## config.mk

```make
export PLATFORM = sky130hd
export DESIGN_NAME = sh_unit_flat
export DESIGN_NICKNAME = d
export VERILOG_FILES = /design/src/rtl/sh_unit_if.sv /design/src/rtl/sh_unit.sv /design/src/flat_wrapper.sv
export SDC_FILE = /design/constraint.sdc
export NUM_CORES = 1
export LEC_CHECK = 0
export ABC_CLOCK_PERIOD_IN_PS = 1430
export BUFFER_PORTS_ARGS = -buffer_cell sky130_fd_sc_hd__buf_2
export CORE_UTILIZATION = 40
export CTS_CLUSTER_SIZE = 25
export DETAILED_ROUTE_END_ITERATION = 10
export PLACE_DENSITY = 0.64
export SYNTH_ARGS = -nofsm -noshare
export SYNTH_HDL_FRONTEND = slang
export SYNTH_SLANG_ARGS = --single-unit
export TNS_END_PERCENT = 30
```

## constraint.sdc

```tcl
create_clock -name clk -period 1.43 [get_ports clk]
set_input_delay 0.286 -clock clk [delete_from_list [all_inputs] [get_ports clk]]
set_output_delay 0.286 -clock clk [all_outputs]
set_load 0.01 [all_outputs]
```

## src/rtl/sh_unit_if.sv

```systemverilog
// Handshake/bus bundle for sh_unit: command/load inputs from the master, register and status back.
interface sh_unit_if #(
    parameter int W  = 8,
    parameter int AW = $clog2(W + 1)
);
    logic          load;
    logic [W-1:0]  d;
    logic          start;
    logic [1:0]    mode;
    logic [AW-1:0] amt;
    logic          s_in;
    logic [W-1:0]  q;
    logic          s_out;
    logic          busy;
    logic          done;

    // Request semantics: load/start are single-cycle requests, accepted only when busy is low
    // at that edge; done pulses for exactly one cycle, during which the unit is already idle.
    modport master (
        output load, d, start, mode, amt, s_in,
        input  q, s_out, busy, done
    );

    modport slave (
        input  load, d, start, mode, amt, s_in,
        output q, s_out, busy, done
    );
endinterface

```

## src/rtl/sh_unit.sv

```systemverilog
// Serial universal shift unit: parallel load plus LSR/LSL/ASR/ROR by N, one bit per clock.
module sh_unit #(
    parameter int W  = 8,
    parameter int AW = $clog2(W + 1)
) (
    input  logic     clk,
    input  logic     rst_n,
    sh_unit_if.slave bus,
    output logic     dbg_state_o
);
    typedef enum logic {IDLE = 1'b0, SHIFT = 1'b1} state_e;

    localparam logic [1:0] M_LSR = 2'b00;
    localparam logic [1:0] M_LSL = 2'b01;
    localparam logic [1:0] M_ASR = 2'b10;

    state_e        state_q, state_d;
    logic [W-1:0]  q_q, q_d;
    logic [AW-1:0] rem_q, rem_d;
    logic [1:0]    mode_q, mode_d;
    logic          s_out_q, s_out_d;
    logic          done_q, done_d;

    logic [AW-1:0] n;
    logic [1:0]    cur_mode;
    logic [W-1:0]  shifted;
    logic          out_bit;

    always_ff @(posedge clk) begin
        if (!rst_n) begin
            state_q <= IDLE;
            q_q     <= '0;
            rem_q   <= '0;
            mode_q  <= M_LSR;
            s_out_q <= 1'b0;
            done_q  <= 1'b0;
        end else begin
            state_q <= state_d;
            q_q     <= q_d;
            rem_q   <= rem_d;
            mode_q  <= mode_d;
            s_out_q <= s_out_d;
            done_q  <= done_d;
        end
    end

    always_comb begin
        n        = (bus.amt > AW'(W)) ? AW'(W) : bus.amt;
        // The first shift of a command uses the live mode; later shifts use the latched copy.
        cur_mode = (state_q == SHIFT) ? mode_q : bus.mode;
        shifted  = q_q;
        out_bit  = q_q[0];
        unique case (cur_mode)
            M_LSR:   shifted = {bus.s_in, q_q[W-1:1]};
            M_LSL: begin
                shifted = {q_q[W-2:0], bus.s_in};
                out_bit = q_q[W-1];
            end
            M_ASR:   shifted = {q_q[W-1], q_q[W-1:1]};
            default: shifted = {q_q[0], q_q[W-1:1]};
        endcase

        state_d = state_q;
        q_d     = q_q;
        rem_d   = rem_q;
        mode_d  = mode_q;
        s_out_d = s_out_q;
        done_d  = 1'b0;
        unique case (state_q)
            IDLE: begin
                if (bus.load) begin
                    q_d = bus.d;
                end else if (bus.start) begin
                    if (n == '0) begin
                        done_d = 1'b1;
                    end else begin
                        q_d     = shifted;
                        s_out_d = out_bit;
                        if (n == AW'(1)) begin
                            done_d = 1'b1;
                        end else begin
                            rem_d   = n - AW'(1);
                            mode_d  = bus.mode;
                            state_d = SHIFT;
                        end
                    end
                end
            end
            SHIFT: begin
                q_d     = shifted;
                s_out_d = out_bit;
                rem_d   = rem_q - AW'(1);
                if (rem_q == AW'(1)) begin
                    state_d = IDLE;
                    done_d  = 1'b1;
                end
            end
            default: state_d = IDLE;
        endcase
    end

    always_comb begin
        bus.q       = q_q;
        bus.s_out   = s_out_q;
        bus.busy    = (state_q == SHIFT);
        bus.done    = done_q;
        dbg_state_o = state_q;
    end
endmodule

```

## src/flat_wrapper.sv

```systemverilog
// flat-port wrapper written by rule: the top's interface ports become plain ports
module sh_unit_flat 
#(
    parameter int W  = 8,
    parameter int AW = $clog2(W + 1)
)
  (clk, rst_n, dbg_state_o, bus_load, bus_d, bus_start, bus_mode, bus_amt, bus_s_in, bus_q, bus_s_out, bus_busy, bus_done);
  sh_unit_if #(.W(W), .AW(AW)) bus_i ();
  input  logic clk;
  input  logic rst_n;
  output logic dbg_state_o;
  input wire logic [$bits(bus_i.load)-1:0] bus_load;
  input wire logic [$bits(bus_i.d)-1:0] bus_d;
  input wire logic [$bits(bus_i.start)-1:0] bus_start;
  input wire logic [$bits(bus_i.mode)-1:0] bus_mode;
  input wire logic [$bits(bus_i.amt)-1:0] bus_amt;
  input wire logic [$bits(bus_i.s_in)-1:0] bus_s_in;
  output wire logic [$bits(bus_i.q)-1:0] bus_q;
  output wire logic [$bits(bus_i.s_out)-1:0] bus_s_out;
  output wire logic [$bits(bus_i.busy)-1:0] bus_busy;
  output wire logic [$bits(bus_i.done)-1:0] bus_done;
  assign bus_i.load = bus_load;
  assign bus_i.d = bus_d;
  assign bus_i.start = bus_start;
  assign bus_i.mode = bus_mode;
  assign bus_i.amt = bus_amt;
  assign bus_i.s_in = bus_s_in;
  assign bus_q = bus_i.q;
  assign bus_s_out = bus_i.s_out;
  assign bus_busy = bus_i.busy;
  assign bus_done = bus_i.done;
  sh_unit #(.W(W), .AW(AW)) u_core (.clk(clk), .rst_n(rst_n), .bus(bus_i), .dbg_state_o(dbg_state_o));
endmodule
```

### Word-level counts from Yosys, hierarchy flattened

Index checks and enable logic that the tools add are counted.

| word-level totals | value |
|---|---|
| memories kept | 0 |
| register bits after elaboration | 17 |
| RAM bits | 0 |
| input bits | 19 |
| output and inout bits | 12 |
| latch bits | 0 |
| logic and storage cells | 58 |
| memory bits (read-only) | 0 |

| cells by class | value |
|---|---|
| shift operators | 0 |
| equality and inequality tests | 10 |
| muxes and demuxes | 29 |
| bitwise operators | 4 |
| divide/modulo/power cells | 0 |
| add/sub/neg operators | 2 |
| multipliers | 0 |
| $lt $le $gt $ge | 1 |
| reduce and logical (&&, ||, !) cells | 6 |

Operators with widths:

| operator | number |
|---|---|
| 2-to-1 mux 8 bit | 3 |
| case mux 8 bit (3 select lines) | 1 |
| 2-to-1 mux 4 bit | 5 |
| case mux 8 bit (2 select lines) | 1 |
| 2-to-1 mux 1 bit | 14 |
| equality test 4 x 1 -> 1 bit (second input constant) | 2 |
| inequality test 2 bit (second input constant) | 4 |
| case mux 4 bit (2 select lines) | 1 |
| subtractor 4 x 1 -> 4 bit (second input constant) | 2 |
| inequality test 3 bit (second input constant) | 2 |
| case mux 1 bit (2 select lines) | 3 |
| AND reduction 5 bit | 1 |
| > comparator 4 bit (second input constant) | 1 |
| zero test 4 bit | 1 |
| NOT 1 bit | 4 |
| AND reduction 4 bit | 1 |
| AND reduction 3 bit | 1 |
| equality test 2 x 1 -> 1 bit (second input constant) | 1 |
| equality test 2 bit (second input constant) | 1 |
| zero test 2 bit | 1 |
| 2-to-1 mux 2 bit | 1 |
| AND reduction 2 bit | 1 |

### Longest topological paths before layout

Gate-level depths: netlist of run 1.

| logic depth | value |
|---|---|
| depth after elaboration | 8 |
| depth in mapped cells | 7 |
| mapped depth without buffers | 7 |

### Least setup slack after synthesis of run 1

No wires, ideal clock.

| timing path | value |
|---|---|
| path type | reg2reg |
| from | register u_core.state_q (netlist: u_core.bus.busy) |
| to | register u_core.q_q[7] (netlist: u_core.bus.q[7]) |
| data arrival time | 1,494 ps |
| stages on the path, launching flop included | 6 |
| path slack | -184 ps |
| data required time | 1,311 ps |
| path buffers | 1 |
| period minus slack after synthesis | 1,614 ps |
| setup time | 119 ps |
| path through | dfxtp_1 buf_6 mux2i_1 mux4_2 mux2i_1 a21oi_1 |

| between the ends | value |
|---|---|
| word-level cells in the longest chain between the ends | 7 |
| elaborated cells on any way between the ends | 13 |
| classes of those cells | eq/ne: 4; mux: 6; bitwise: 1; reduce/logical: 2 |

RTL lines:

| what | line | text |
|---|---|---|
| from (decl) | sh_unit.sv:17 | `state_e state_q, state_d;` |
| from (signal assigned) | sh_unit.sv:38 | `state_q <= state_d;` |
| 2-to-1 mux 2 bit | sh_unit.sv:50 | `cur_mode = (state_q == SHIFT) ? mode_q : bus.mode;` |
| equality test 2 bit (tied with other cells) | sh_unit.sv:53 | `unique case (cur_mode)` |
| case mux 8 bit (3 select lines) | sh_unit.sv:53 |  |
| 2-to-1 mux 8 bit | sh_unit.sv:74 | `if (n == '0) begin` |
| 2-to-1 mux 8 bit | sh_unit.sv:73 | `end else if (bus.start) begin` |
| 2-to-1 mux 8 bit | sh_unit.sv:71 | `if (bus.load) begin` |
| case mux 8 bit (2 select lines) | sh_unit.sv:69 | `unique case (state_q)` |
| to (signal assigned) | sh_unit.sv:39 | `q_q <= q_d;` |
| to (decl) | sh_unit.sv:18 | `logic [W-1:0] q_q, q_d;` |

Several ways; a longest one is shown, not always the timed one. The select of a mux whose other input is x is not followed.
A chain may end at the register's enable or synchronous reset.

### Final worst setup path of run 1

Same ends and word-level chain as after synthesis.

==> results.py, run 1 <==
metrics = {
    "power": {
        "powerDensity_nw_per_um2": 843,
        "power_mw": 1.21,
        "switching_power_mw": 0.396,
        "seq_power_share": 0.462,
        "p_int_mw": 0.810,
        "p_comb_frac": 0.306,
        "p_leak_nw": 0.698,
        "ir_worst_vdd_mv": 0.483,
        "clkPwrFrac": 0.231,
        "p_sw_frac": 0.328,
    },
    "sta": {
        "period_share": 1.06,
        "fin_crit_ns": 1.51,
        "setup_ws_ns": -0.0809,
        "rsz0062_at_grt": "yes",
        "finalSetupViolCount": 4,
        "fin_skew_ns": 0.00448,
        "tightest_slew_ns": 0.335,
        "maxSlewHeadroom": 0.777,
        "max_freq_mhz": 662,
        "hold_slack_ns": 0.261,
        "slew_violations": 0,
        "hold_viol_final": 0,
    },
    "cts": {
        "cts.sinks": 17,
        "clkTransAtPathRegs_ns": 0.11,
        "clockBufferDepth": 2,
        "htreeDepth": 1,
        "numCtsBuffers": 3,
        "cts_tree": "built",
        "clk_latency_ns": 0.31,
        "cts-root-buf": "clkbuf_4",
    },
    "critical_path": {
        "crit_fanout": 5,
        "worstSetupEndpoint": "u_core.bus.q[7]",
        "r2r_end": "u_core.bus.q[7]",
        "reg2regPathDepth": 4,
        "critPathLaunchType": "flip-flop",
        "r2r_slack_ns": -0.08,
        "critical_path_arrival_ns": 1.71,
        "endpoint_kind": "flip-flop",
        "crit_type": "flip-flop to flip-flop",
        "critPathRequiredTime_ns": 1.63,
        "reg2reg_from": "u_core.bus.busy",
        "startpoint": "u_core.bus.busy",
    },
    "outcome": {
        "violations": "setup timing",
        "outcome": "complete, but fails checks",
    },
    "route": {
        "routed_via_density": 5.37,
        "detail_route.first_pass.iterations": 4,
        "ant_nets": 0,
        "vias": 1037,
        "drt_iter0_markers": 18,
        "drc": 0,
        "routedWlPerCell_um": 14.3,
        "drt_wl_total_um": 2760,
    },
    "logic_synthesis": {
        "synth_cells": 122,
        "synthArstFlopShare": 0,
        "syn_avg_cell_area_um2": 8.98,
        "synth_cell_types": 34,
        "yosysSeqAreaShare": 0.311,
        "synth_top_area_share": 0.311,
        "synth_area_um2": 1100,
        "synth_area_leaders": "dfxtp_1 31%, mux2i_1 14%, nand2_1 7.5%",
        "ys_ff_latch": 17,
        "ys_warn_count": 0,
        "synth-edff-count": 0,
        "synth_top_area_cell": "dfxtp_1",
        "syn_nets": 146,
        "ys.flop_type": "dfxtp_1",
    },
    "place": {
        "place_ws_ns": -0.255,
        "port_buffers": 30,
        "routabilityCongestion": 0.944,
        "hpwl_um": 2030,
    },
    "floorplanning": {
        "die_y_um": 54.3,
        "die_x_um": 54.3,
        "io_pins": 31,
        "core_area_um2": 2520,
        "start_util": 0.435,
        "row_count": 18,
        "dieArea_um2": 2950,
    },
    "flow_run": {
        "cap_viol_max_count": 0,
    },
    "final_layout": {
        "syn_to_final_growth_pct": 30.5,
        "num-fill-cells": 244,
        "n_antenna_cell": 0,
        "final_nets": 188,
        "drive_gt1_frac": 0.374,
    },
    "grt": {
        "grt_pass1_vias": 995,
        "grtUsageTotal": 0.210,
        "grt_max_degree": 20,
        "grt_pass1_wl_um": 4380,
        "overflow": 0,
        "grt_antenna_before_repair": 0,
    },
    "worst_hold_path": {
        "hold_class": "primary input to flip-flop",
        "hold_path_depth": 3,
    },
}
==> timing repair <==
| action | in CTS | in global routing |
|---|---|---|
| endpoints found under the setup margin | 9 | 11 |
| pin swaps | 0 | 7 |
| buffers inserted | 1 | 0 |
| hold buffers | 0 | 0 |
| resized for setup | 3 | 7 |
==> power by group through the flow <==
| stage | clock network [mW] | registers (mW) | logic (mW) |
|---|---|---|---|
| 6_report | 0.279 | 0.557 | 0.369 |
| 5_1_grt | 0.305 | 0.564 | 0.410 |
| 4_1_cts | 0.290 | 0.555 | 0.362 |
| 3_5_place_dp | 0 | 0.565 | 0.351 |
| 3_3_place_gp | 0 | 0.563 | 0.341 |
| 2_1_floorplan | 0 | 0.566 | 0.218 |
==> synth_stat cells (2+ instances only) <==
cell type	number
a21boi_0	2
a21oi_1	3
a32o_1	6
and2_1	2
buf_2	2
buf_4	2
clkbuf_1	3
dfxtp_1	17
ha_1	5
inv_1	4
mux2i_1	15
nand2_1	22
nand2b_1	4
nor2b_1	7
nor3b_1	4
o21ai_0	6
==> per-layer routing <==
metal  global-route usage  up-vias  wire length [µm]
li1                     -      517                 -
met1                0.279      486              1350
met2                0.319       27              1230
met3               0.0361        7               120
met4                0.115        0                65
met5                    0        -                 0
==> cell usage in the layout, fill, tap and decap left out, drive strengths merged, types with 2 or more instances in the layout <==
| cell type | instances |
|---|---|
| ha | 5 |
| a21boi | 2 |
| and2 | 2 |
| nand2 | 22 |
| dfxtp | 17 |
| buf | 45 |
| o21ai | 6 |
| a32o | 6 |
| inv | 4 |
| nor3b | 4 |
| a21oi | 3 |
| a211oi | 2 |
| mux2i | 15 |
| nand2b | 4 |
| clkbuf | 3 |
| nor2b | 7 |
==> worst max-delay path, cell delays in order, from the launching register on <==
cell and delay, ns:
dfxtp_4 0.42, mux2i_4 0.24, mux4_2 0.51, mux2i_1 0.16, a21oi_1 0.08
==> state kept, by name, indices dropped and copies added (netlist names) <==
| name | flops |
|---|---|
| u_core.bus.s_out | 1 |
| u_core.bus.done | 1 |
| u_core.bus.busy | 1 |
| u_core.mode_q | 2 |
| u_core.bus.q | 8 |
| u_core.rem_q | 4 |
==> worst min-delay path by stage <==
stage,from,to,slack (ns)
floorplan,u_core.rem_q[3],u_core.rem_q[3],0.45
global placement,u_core.rem_q[3],u_core.rem_q[3],0.47
CTS,bus_d[7],u_core.bus.q[7],0.25
global route,bus_d[7],u_core.bus.q[7],0.29
detailed placement,u_core.rem_q[3],u_core.rem_q[3],0.48
finish,bus_d[7],u_core.bus.q[7],0.26
==> cell type report <==
cell class | instances | area [µm²] | share of cell area
clock inverter | 1 | 5.00 | 0.00350
sequential | 17 | 345 | 0.241
multi-input combinational | 93 | 726 | 0.507
tap | 30 | 37.5 | 0.0262
inverter | 4 | 15.0 | 0.0105
timing repair buffer | 45 | 279 | 0.195
clock buffer | 3 | 22.5 | 0.0157
==> stage by stage <==
step / std cells / util / setup TNS, ns / area (µm²)
2_1_floorplan: 122 / - / -0.504 / 1100
4_1_cts: 193 / 0.558 / -0.686 / 1410
6_report: 193 / 0.567 / -0.145 / 1430
3_3_place_gp: 188 / 0.540 / -2.11 / 1360
5_1_grt: 193 / 0.567 / -0.770 / 1430
3_5_place_dp: 188 / 0.540 / -3.16 / 1360
==> kinds of logic after synthesis <==
logic type,Yosys count,synth area share
muxes,17,0.168
xor gates and xnor gates,1,0.00799
and+or+nand+nor,43,0.201
DFF,17,0.311
buffers and inverters,12,0.0571
adders and majority gates,5,0.0571
AOI/OAI and AO/OA,27,0.199
Power figures use the tool's default switching activity.
==> inputs of run 2 (changes only) <==
--- a/config.mk
+++ b/config.mk
@@ -5,12 +5,12 @@
 export SDC_FILE = /design/constraint.sdc
 export NUM_CORES = 1
 export LEC_CHECK = 0
-export ABC_CLOCK_PERIOD_IN_PS = 1430
+export ABC_CLOCK_PERIOD_IN_PS = 1500
 export BUFFER_PORTS_ARGS = -buffer_cell sky130_fd_sc_hd__buf_2
 export CORE_UTILIZATION = 40
 export CTS_CLUSTER_SIZE = 25
 export DETAILED_ROUTE_END_ITERATION = 10
-export PLACE_DENSITY = 0.64
+export PLACE_DENSITY = 0.62
 export SYNTH_ARGS = -nofsm -noshare
 export SYNTH_HDL_FRONTEND = slang
 export SYNTH_SLANG_ARGS = --single-unit
==> constraint.sdc (replaced) <==
create_clock -name clk -period 1.5 [get_ports clk]
set_input_delay 0.3 -clock clk [delete_from_list [all_inputs] [get_ports clk]]
set_output_delay 0.3 -clock clk [all_outputs]
set_load 0.01 [all_outputs]
==> run 2 against run 1 <==
Effect of this change: the run now ends clean; setup slack better by 0.10 ns; utilization down 1.9 points; routed wire length down 11%; via count down 4.0%; largest power group unchanged; maximum frequency up 2.2%; highest routed layer is now met3; clock skew down 0.00068 ns; register-to-register slack better by 0.10 ns; clock-buffer cell count up 1; global-route usage down 2.9 points.
==> results.py, run 2 (same netlist as run 1, synthesis figures left out) <==
metrics = {
    "outcome": {
        "outcome": "complete, no violations",
    },
    "sta": {
        "setup_ws_ns": 0.0213,
        "hold_slack_ns": 0.302,
        "rsz0062_at_grt": "yes",
        "maxSlewHeadroom": 0.798,
        "fin_crit_ns": 1.48,
        "tightest_slew_ns": 0.304,
        "period_share": 0.986,
        "max_freq_mhz": 676,
        "fin_skew_ns": 0.00380,
        "slew_violations": 0,
        "finalSetupViolCount": 0,
        "hold_viol_final": 0,
    },
    "place": {
        "hpwl_um": 1860,
        "port_buffers": 30,
        "routabilityCongestion": 0.862,
        "place_ws_ns": -0.205,
    },
    "cts": {
        "clk_latency_ns": 0.29,
        "numCtsBuffers": 3,
        "cts_tree": "built",
        "clkTransAtPathRegs_ns": 0.10,
        "cts.sinks": 17,
        "clockBufferDepth": 2,
        "htreeDepth": 1,
        "cts-root-buf": "clkbuf_4",
    },
    "floorplanning": {
        "start_util": 0.435,
        "die_y_um": 54.3,
        "dieArea_um2": 2950,
        "core_area_um2": 2520,
        "io_pins": 31,
        "row_count": 18,
        "die_x_um": 54.3,
    },
    "grt": {
        "grtUsageTotal": 0.181,
        "grt_pass1_vias": 860,
        "grt_antenna_before_repair": 0,
        "grt_max_degree": 20,
        "grt_pass1_wl_um": 3840,
        "overflow": 0,
    },
    "final_layout": {
        "final_nets": 184,
        "n_antenna_cell": 0,
        "drive_gt1_frac": 0.333,
        "layout.cells.most_common": "buf_2",
        "syn_to_final_growth_pct": 26.0,
        "largest_reg_flops": 8,
        "final_core_util": 0.548,
        "final_cell_mix": "30 x buf_2, 22 x nand2_1, 16 x dfxtp_1",
    },
    "flow_run": {
        "cap_viol_max_count": 0,
    },
    "route": {
        "routedWlPerCell_um": 13.1,
        "routed_via_density": 5.27,
        "vias": 996,
        "detail_route.first_pass.iterations": 4,
        "drt_wl_total_um": 2470,
        "drt_iter0_markers": 24,
        "ant_nets": 0,
        "drc": 0,
    },
    "power": {
        "powerDensity_nw_per_um2": 799,
        "ir_worst_vdd_mv": 0.559,
        "p_leak_nw": 0.670,
        "power_mw": 1.10,
    },
    "critical_path": {
        "critPathRequiredTime_ns": 1.69,
        "endpoint_kind": "flip-flop",
        "critical_path_arrival_ns": 1.67,
        "crit_fanout": 5,
        "critPathLaunchType": "flip-flop",
        "crit_type": "flip-flop to flip-flop",
    },
    "worst_hold_path": {
        "hold_class": "primary input to flip-flop",
    },
}
[run 2: layout make-up]
class | count | area (µm²)
tap | 30 | 37.5
fill | 241 | 1140
clock buffer | 4 | 26.3
multi-input combinational | 93 | 713
sequential | 17 | 344
inverter | 4 | 15.0
timing repair buffer | 41 | 245
[run 2: per-stage QoR]
| stage | area (µm²) | TNS [ns] | cells |
|---|---|---|---|
| after global routing | 1380 | -0.0266 | 189 |
| after CTS | 1370 | 0 | 189 |
| after floorplan | 1100 | -0.0503 | 122 |
| after global placement | 1310 | -1.50 | 184 |
| after detailed placement | 1310 | -2.19 | 184 |
| final | 1380 | 0 | 189 |
[run 2: path summary, 6_finish.rpt]
check                                     start               to  slack, ns  cells after the start
worst min register to register  u_core.rem_q[3]  u_core.rem_q[3]       0.49                      2
worst max-delay path            u_core.bus.busy  u_core.bus.q[7]       0.02                      4
worst min-delay path                   bus_d[7]  u_core.bus.q[7]       0.30                      3
worst max register to register  u_core.bus.busy  u_core.bus.q[7]       0.02                      4
[run 2: timing repair]
action / 4_1_cts / 5_1_grt
cloned: 0 / 0
gates resized for setup: 2 / 4
buffers inserted: 1 / 0
pin swaps: 0 / 0
endpoints found under the setup margin: 9 / 9
hold buffers: 0 / 0
[run 2: routing by layer]
layer  global-route usage  vias to the layer above  share of wire
li1                     -                      513              -
met2                0.276                       21           0.46
met3               0.0583                        0          0.048
met5                    0                        -              0
met1                0.252                      462           0.49
met4               0.0256                        0              0
[run 2: power breakdown]
group          switching (mW)  internal, mW
combinational           0.160         0.171
clock                   0.141         0.103
sequential             0.0408         0.488
total                   0.342         0.762
[run 2: critical path, stage by stage, from the launching register on]
cell	delay, ns
dfxtp_4	0.40
mux2i_2	0.24
mux4_2	0.51
mux2i_1	0.14
a21oi_1	0.08
